**src/rtl/sender_pkg.sv**
```systemverilog
// -----------------------------------------------------------------------------
// sender_pkg
//   Shared definitions for the sender buffer slice:
//     - default word width and buffer depth
//     - FSM state type and encodings (IDLE / REQ / REL)
//     - eff_len(): maps a requested transfer length onto the number of words
//       actually sent (0 or anything above the depth means "whole buffer")
// -----------------------------------------------------------------------------
package sender_pkg;

    localparam int DEF_DATA_W = 16;
    localparam int DEF_DEPTH  = 16;

    // FSM state encoding; kept as plain constants so older code that compares
    // against raw 2-bit values keeps working.
    typedef logic [1:0] state_t;

    localparam state_t ST_IDLE = 2'd0;
    localparam state_t ST_REQ  = 2'd1;
    localparam state_t ST_REL  = 2'd2;

    // Number of words a transfer will send for a given requested length.
    function automatic int unsigned eff_len(input int unsigned len,
                                            input int unsigned depth);
        if ((len == 32'd0) || (len > depth)) begin
            return depth;
        end else begin
            return len;
        end
    endfunction

endpackage

```
**src/rtl/sender_mem.sv**
```systemverilog
// -----------------------------------------------------------------------------
// sender_mem
//   Register-array word store for the sender buffer. One synchronous write
//   port, one asynchronous read port. Reset loads every word with its own
//   address (zero-extended / truncated to DATA_W) so a freshly reset buffer
//   sends a recognisable ramp.
//
//   Ports
//     clk    : rising-edge clock
//     rst    : asynchronous, active-high reset (loads the address ramp)
//     we     : write enable
//     waddr  : write address
//     wdata  : write data
//     raddr  : read address
//     rdata  : read data (combinational from raddr)
// -----------------------------------------------------------------------------
module sender_mem #(
    parameter  int DATA_W = 16,
    parameter  int DEPTH  = 16,
    localparam int AW     = $clog2(DEPTH)
) (
    input  logic              clk,
    input  logic              rst,
    input  logic              we,
    input  logic [AW-1:0]     waddr,
    input  logic [DATA_W-1:0] wdata,
    input  logic [AW-1:0]     raddr,
    output logic [DATA_W-1:0] rdata
);

    logic [DATA_W-1:0] mem_r [DEPTH];

    // Word storage: ramp initialisation on reset, single write port otherwise.
    always_ff @(posedge clk or posedge rst) begin
        if (rst) begin
            for (int i = 0; i < DEPTH; i++) begin
                mem_r[i] <= DATA_W'(i);
            end
        end else if (we) begin
            mem_r[waddr] <= wdata;
        end
    end

    assign rdata = mem_r[raddr];

endmodule

```
**src/rtl/sender_buf.sv**
```systemverilog
// -----------------------------------------------------------------------------
// sender_buf
//   Small transmit buffer. Words are written into a circular store while the
//   block is idle; a start request then plays out a number of words to a
//   receiver over a four-phase Request/Ack handshake.
//
//   Parameters
//     DATA_W       : word width in bits
//     DEPTH        : number of buffered words (power of two, >= 2)
//     OLDEST_FIRST : 0 = play out from address 0 upward,
//                    1 = play out from the write pointer (oldest word first)
//
//   Ports
//     clk        : rising-edge clock
//     Reset      : asynchronous, active-high reset
//     write      : store data at the write pointer (idle only)
//     data       : word to store
//     start      : begin a transfer (idle only)
//     len        : words to send, sampled with start (0 or >DEPTH = DEPTH)
//     Ack        : receiver acknowledge
//     Request    : sdrDataOut is valid and awaiting Ack
//     sdrDataOut : word being offered (registered, stable while Request=1)
//     busy       : transfer in progress (state REQ or REL)
//     done       : one-cycle pulse after the last word's handshake completes
//     wr_drop    : one-cycle pulse when a write arrives while busy
// -----------------------------------------------------------------------------
module sender_buf
    import sender_pkg::*;
#(
    parameter  int DATA_W       = DEF_DATA_W,
    parameter  int DEPTH        = DEF_DEPTH,
    parameter  int OLDEST_FIRST = 0,
    localparam int AW           = $clog2(DEPTH),
    localparam int LW           = AW + 1
) (
    input  logic              clk,
    input  logic              Reset,
    input  logic              write,
    input  logic [DATA_W-1:0] data,
    input  logic              start,
    input  logic [LW-1:0]     len,
    input  logic              Ack,
    output logic              Request,
    output logic [DATA_W-1:0] sdrDataOut,
    output logic              busy,
    output logic              done,
    output logic              wr_drop
);

    // -------------------------------------------------------------------------
    // State and datapath registers
    // -------------------------------------------------------------------------
    state_t            state_r;
    state_t            state_nxt_s;
    logic [AW-1:0]     wptr_r;
    logic [AW-1:0]     rptr_r;
    logic [LW-1:0]     rem_r;
    logic              request_r;
    logic [DATA_W-1:0] dout_r;
    logic              busy_r;
    logic              done_r;
    logic              wr_drop_r;

    // -------------------------------------------------------------------------
    // Combinational helpers
    // -------------------------------------------------------------------------
    logic              idle_s;
    logic              mem_we_s;
    logic [AW-1:0]     wptr_inc_s;
    logic [AW-1:0]     start_ptr_s;
    logic [AW-1:0]     raddr_s;
    logic [DATA_W-1:0] rdata_s;
    logic [DATA_W-1:0] first_word_s;
    logic [LW-1:0]     len_eff_s;

    assign idle_s     = (state_r == ST_IDLE);
    // Writes are only honoured while idle; while busy they are dropped.
    assign mem_we_s   = idle_s && write;
    assign wptr_inc_s = wptr_r + AW'(1);
    assign len_eff_s  = LW'(eff_len(32'(len), 32'(DEPTH)));

    // Start address of a new transfer. In oldest-first mode a write in the
    // same cycle as start has already advanced the pointer, so the oldest
    // word sits one past the address being written.
    always_comb begin
        start_ptr_s = {AW{1'b0}};
        if (OLDEST_FIRST != 0) begin
            if (write) begin
                start_ptr_s = wptr_inc_s;
            end else begin
                start_ptr_s = wptr_r;
            end
        end else begin
            start_ptr_s = {AW{1'b0}};
        end
    end

    // While idle the read port looks at the address the next transfer will
    // open with, so the first word can be registered in the start cycle.
    always_comb begin
        raddr_s = rptr_r;
        if (idle_s) begin
            raddr_s = start_ptr_s;
        end else begin
            raddr_s = rptr_r;
        end
    end

    // First-word bypass: a write and start in the same cycle may target the
    // very address being read (address 0 in from-zero mode); the memory does
    // not hold the new word yet, so take it straight from the data input.
    always_comb begin
        first_word_s = rdata_s;
        if (mem_we_s && (wptr_r == raddr_s)) begin
            first_word_s = data;
        end else begin
            first_word_s = rdata_s;
        end
    end

    sender_mem #(
        .DATA_W (DATA_W),
        .DEPTH  (DEPTH)
    ) u_mem (
        .clk   (clk),
        .rst   (Reset),
        .we    (mem_we_s),
        .waddr (wptr_r),
        .wdata (data),
        .raddr (raddr_s),
        .rdata (rdata_s)
    );

    // Next-state logic for the four-phase handshake FSM.
    always_comb begin
        state_nxt_s = state_r;
        case (state_r)
            ST_IDLE: begin
                if (start) begin
                    state_nxt_s = ST_REQ;
                end else begin
                    state_nxt_s = ST_IDLE;
                end
            end
            ST_REQ: begin
                if (Ack) begin
                    state_nxt_s = ST_REL;
                end else begin
                    state_nxt_s = ST_REQ;
                end
            end
            ST_REL: begin
                // Ack must fall before the next word is offered, so a held
                // Ack can never accept more than one word.
                if (Ack) begin
                    state_nxt_s = ST_REL;
                end else if (rem_r != {LW{1'b0}}) begin
                    state_nxt_s = ST_REQ;
                end else begin
                    state_nxt_s = ST_IDLE;
                end
            end
            default: begin
                state_nxt_s = ST_IDLE;
            end
        endcase
    end

    // FSM state and status flags (busy, done, wr_drop), all registered.
    always_ff @(posedge clk or posedge Reset) begin
        if (Reset) begin
            state_r   <= ST_IDLE;
            busy_r    <= 1'b0;
            done_r    <= 1'b0;
            wr_drop_r <= 1'b0;
        end else begin
            state_r   <= state_nxt_s;
            busy_r    <= (state_nxt_s != ST_IDLE);
            done_r    <= (state_r == ST_REL) && (state_nxt_s == ST_IDLE);
            wr_drop_r <= write && !idle_s;
        end
    end

    // Write pointer: advances with every accepted write, wrapping at DEPTH.
    always_ff @(posedge clk or posedge Reset) begin
        if (Reset) begin
            wptr_r <= {AW{1'b0}};
        end else if (mem_we_s) begin
            wptr_r <= wptr_inc_s;
        end
    end

    // Transfer datapath: read pointer, remaining count, Request and the
    // registered output word.
    always_ff @(posedge clk or posedge Reset) begin
        if (Reset) begin
            rptr_r    <= {AW{1'b0}};
            rem_r     <= {LW{1'b0}};
            request_r <= 1'b0;
            dout_r    <= {DATA_W{1'b0}};
        end else begin
            case (state_r)
                ST_IDLE: begin
                    if (start) begin
                        rem_r     <= len_eff_s;
                        rptr_r    <= start_ptr_s;
                        request_r <= 1'b1;
                        dout_r    <= first_word_s;
                    end
                end
                ST_REQ: begin
                    if (Ack) begin
                        request_r <= 1'b0;
                        rptr_r    <= rptr_r + AW'(1);
                        rem_r     <= rem_r - LW'(1);
                    end
                end
                ST_REL: begin
                    // No writes happen while busy, so the plain memory read
                    // is current here.
                    if (!Ack && (rem_r != {LW{1'b0}})) begin
                        request_r <= 1'b1;
                        dout_r    <= rdata_s;
                    end
                end
                default: begin
                    request_r <= 1'b0;
                end
            endcase
        end
    end

    assign Request    = request_r;
    assign sdrDataOut = dout_r;
    assign busy       = busy_r;
    assign done       = done_r;
    assign wr_drop    = wr_drop_r;

endmodule
```
**config.mk**
```make
export PLATFORM = sky130hd
export DESIGN_NAME = sender_buf
export DESIGN_NICKNAME = d
export VERILOG_FILES = /design/src/rtl/sender_pkg.sv /design/src/rtl/sender_mem.sv /design/src/rtl/sender_buf.sv
export SDC_FILE = /design/constraint.sdc
export NUM_CORES = 1
export LEC_CHECK = 0
export ABC_AREA = 1
export CAP_MARGIN = 20
export CELL_PAD_IN_SITES_DETAIL_PLACEMENT = 0
export CELL_PAD_IN_SITES_GLOBAL_PLACEMENT = 2
export CORE_ASPECT_RATIO = 0.5
export CORE_MARGIN = 2
export CORE_UTILIZATION = 41
export CTS_BUF_LIST = sky130_fd_sc_hd__clkbuf_8
export DETAILED_ROUTE_END_ITERATION = 8
export HOLD_SLACK_MARGIN = 0.05
export PLACE_DENSITY_LB_ADDON = 0.12
export SLEW_MARGIN = 10
export SYNTH_ARGS = -nofsm -noshare
export SYNTH_HDL_FRONTEND = slang
export SYNTH_SLANG_ARGS = --single-unit
```
**constraint.sdc**
```tcl
create_clock -name clk -period 17.2 [get_ports clk]
set_input_delay 5.16 -clock clk [delete_from_list [all_inputs] [get_ports clk]]
set_output_delay 5.16 -clock clk [all_outputs]
set_load 0.01 [all_outputs]
```
==> Implementation_results.wiki <==
{| class="wikitable"
! Metric !! Value
|-
| Launching element of the worst setup path || Ack
|-
| Overall track demand over capacity in global routing || 24.4%
|-
| Pin count of the biggest net entering global routing || 83
|-
| First drt pass iteration count || 6
|-
| Capture endpoint of the worst hold path || u_mem.mem_r[34]$_DFFE_PP1P_
|-
| Leading area contributor after synthesis || dfrtp_1
|-
| Initial antenna violation count || 0
|-
| Area contributors post-synth || dfrtp_1 (45%), nand2_1 (14%), nand3_1 (9.0%)
|-
| Yosys cell types || 29
|-
| Part of the total power dissipated in sequential elements || 41.3%
|-
| Die footprint || 36,600 um2
|-
| Startpoint of the worst register-to-register path || rptr_r[0]$_DFFE_PP0P_
|-
| Data required time of the worst path || 17.66 ns
|-
| Ranking of synthesized cells by instance count || nand2_1 (532), inv_1 (260), dfrtp_1 (259), nand3_1 (259), o21ai_0 (246)
|-
| Capturing element type of the critical path || flip-flop
|-
| Synthesized cell area || 14,300 um2
|-
| Number of buffers added for setup after CTS || 0
|-
| Initial DRC Count || 1,270
|-
| Placeable core region || 34,500 um2
|-
| Fraction of the yosys area taken by sequential cells || 51.1%
|-
| Cell row count || 48
|-
| DIE HEIGHT || 136 um
|-
| Unrepaired setup endpoints after global routing || false
|-
| Overflow left after global routing || 0
|-
| # Max-Cap Violations || 0
|-
| Placed cell count || 2,345
|-
| Avg Synthesized Cell Area || 7.44 um2
|-
| Buffer type at the clock tree root || clkbuf_8
|-
| Launch point of the worst hold path || u_mem.mem_r[34]$_DFFE_PP1P_
|-
| Cell count of the worst reg-to-reg path || 10
|-
| Vias per cell || 5.10
|-
| Class of the most critical hold timing path || flip-flop to flip-flop
|-
| Count of cells along the worst hold path || 2
|-
| IO Pins || 46
|-
| Most common cell in the netlist || nand2_1
|-
| Count of port buffers added during placement || 45
|-
| Htree depth || 2
|-
| Setup crit start kind || primary input
|-
| Crit share post-route || 42.6%
|-
| Number of enable-type register cells in the synthesized netlist || 0
|-
| Sum of negative setup slack || 0 ns
|-
| Reg2Reg Setup Slack || 12.96 ns
|-
| Worst-Margin Slew || 0.966 ns
|-
| Final net count || 1,955
|-
| WS Path Type || primary input to flip-flop
|-
| Primary flip-flop cell chosen by synthesis mapping || dfrtp_1
|-
| DRC violations left || 0
|-
| Clock insertion delay at the later pin of the skew report || 0.59 ns
|-
| Estimated wirelength of the detail-placed design || 26.6 mm
|-
| Switching part of the total power || 40.5%
|-
| Detail-routed net length per standard cell || 18.0 um
|-
| Fin. max-slew vios || 0
|-
| Max-Slew Margin vs Limit || 35.6%
|-
| Gates resized, CTS repair || 0
|-
| Layout cells sized above 1 || 7.37%
|-
| Cell Pwr Density || 176 nW/um2
|-
| TritonCTS clock tree || done
|-
| Total internal power || 0.00168 W
|-
| Data arrival time at the worst-slack endpoint || 7.79 ns
|-
| Total power draw || 0.00283 W
|-
| Final Hold Vio Count || 0
|-
| Count of endpoints failing setup in the final report || 0
|-
| Max Freq || 136 MHz
|-
| Total Routed Length || 43.6 mm
|-
| Proportion of register bits with asynchronous set or reset after synthesis || 100%
|-
| Initial core utilization || 41.6%
|-
| Net count after synthesis || 1,960
|-
| Clock power frac || 20.6%
|-
| Leak || 7.79 nW
|-
| Reg clk slew, reported paths || 0.06 ns
|-
| Critical path fanouts, max || 18
|-
| CTS Hold Bufs || 0
|-
| Total CTS buffers || 45
|-
| Worst hold margin || 0.482 ns
|-
| Clock Skews || 0.0232 ns
|-
| Total via count after detailed routing || 12,400
|-
| Peak supply drop || 55.1 uV
|-
| Antenna fix cells || 0
|-
| Tmin final || 7.33 ns
|-
| Clock tree buffer depth || 3
|-
| Vias in the first global route || 11,200
|-
| Outcome || completed
|-
| Sink count of the clock tree || 291
|-
| First-pass GRT wire length || 67.4 mm
|-
| Share of Yosys cell area claimed by the top area cell type || 45.2%
|-
| Number of warning messages in the yosys log || 0
|-
| Die X || 268 um
|-
| Number of instances in the synthesized netlist || 1,926
|-
| Number of standard cells in the layout, taps in and fillers out || 2,429
|-
| Combinational share of power || 38.1%
|-
| End of the worst register-to-register path || sdrDataOut[13]$_DFFE_PP0P_
|-
| Relative area change from synthesis to final layout || 12.2%
|-
| Final ANT Viol Nets || 0
|-
| Global placer's final weighted congestion || 0.834
|-
| Net Switching || 0.00114 W
|-
| Post-synthesis sequential element count || 291
|}
sequential cells by signal, indices dropped and copies added, names as in the netlist:
signal,count
state_r,2
wptr_r,4
sdrDataOut,16
Request,1
busy,1
wr_drop,1
done,1
u_mem.mem_r,256
rptr_r,4
rem_r,5
worst max-delay path by stage:
stage                                        to  slack (ns)
floorplan                   Request$_DFFE_PP0P_        4.06
global placement    u_mem.mem_r[15]$_DFFE_PP0P_        9.07
detailed placement  u_mem.mem_r[47]$_DFFE_PP0P_        8.99
CTS                 u_mem.mem_r[47]$_DFFE_PP0P_        9.61
global route              rptr_r[0]$_DFFE_PP0P_        9.51
finish                           done$_DFF_PP0_        9.87
area by class of cell:
cell class / count / area [um2]
clock inverter: 22 / 86.3
sequential: 291 / 7330
multi-input combinational: 1244 / 5560
fill: 3512 / 18400
tap: 475 / 594
inverter: 267 / 1010
timing repair buffer: 72 / 711
clock buffer: 58 / 798
logic make-up after synthesis:
family | synth area share, %
AO/OA/AOI/OAI | 9.83
XOR/XNOR | 0.305
adder cells (fa/ha/maj) | 0.698
buffers and inverters | 10.5
flip-flops | 51.1
AND/OR/NAND/NOR | 27.6
metrics by stage:
step	worst slack, ns	instance area (um2)	util, %
finish	9.87	16100	46.7
global route	9.51	16100	46.7
CTS	9.61	16000	46.5
detailed placement	8.99	15100	43.9
global placement	9.07	15100	43.8
floorplan	4.06	14300	-
layer usage:
metal	GRT usage, %	up-vias	share of wire (%)
li1	-	5992	-
met1	39.6	5950	52
met2	33.4	415	39
met3	4.62	36	8.0
met4	3.80	0	0.90
met5	0	-	0
critical path, stage by stage:
cell and delay [ns]:
clkdlybuf4s50_1 0.44, a31oi_1 0.24, nand2_1 0.09, nand2_1 0.56, clkinv_1 0.83, nand2_1 0.28, or2_2 0.15, nor2_1 0.03
layout by cell type (no fill, tap or decap), drive strengths merged:
master and instances:
nand2 535, inv 286, nand3 259, dfrtp 259
o21ai 254, nor2 144, clkbuf 58, clkdlybuf4s50 45
dfstp 32, buf 27, a21oi 21, nand4 9
ha 8, xor2 4, a31oi 3, clkinv 2
or4 1, or2 1, nor3 1, o211ai 1
nor4 1, xnor2 1, a22oi 1, clkinvlp 1
power groups by stage:
stage | clock, W | sequential [W] | combinational [W]
floorplan | 0 | 0.00114 | 0.000771
global placement | 0 | 0.00117 | 0.00104
detailed placement | 0 | 0.00118 | 0.00107
CTS | 0.000602 | 0.00117 | 0.00107
global route | 0.000632 | 0.00120 | 0.00123
finish | 0.000581 | 0.00117 | 0.00108
(Power assumes the default switching activity.)
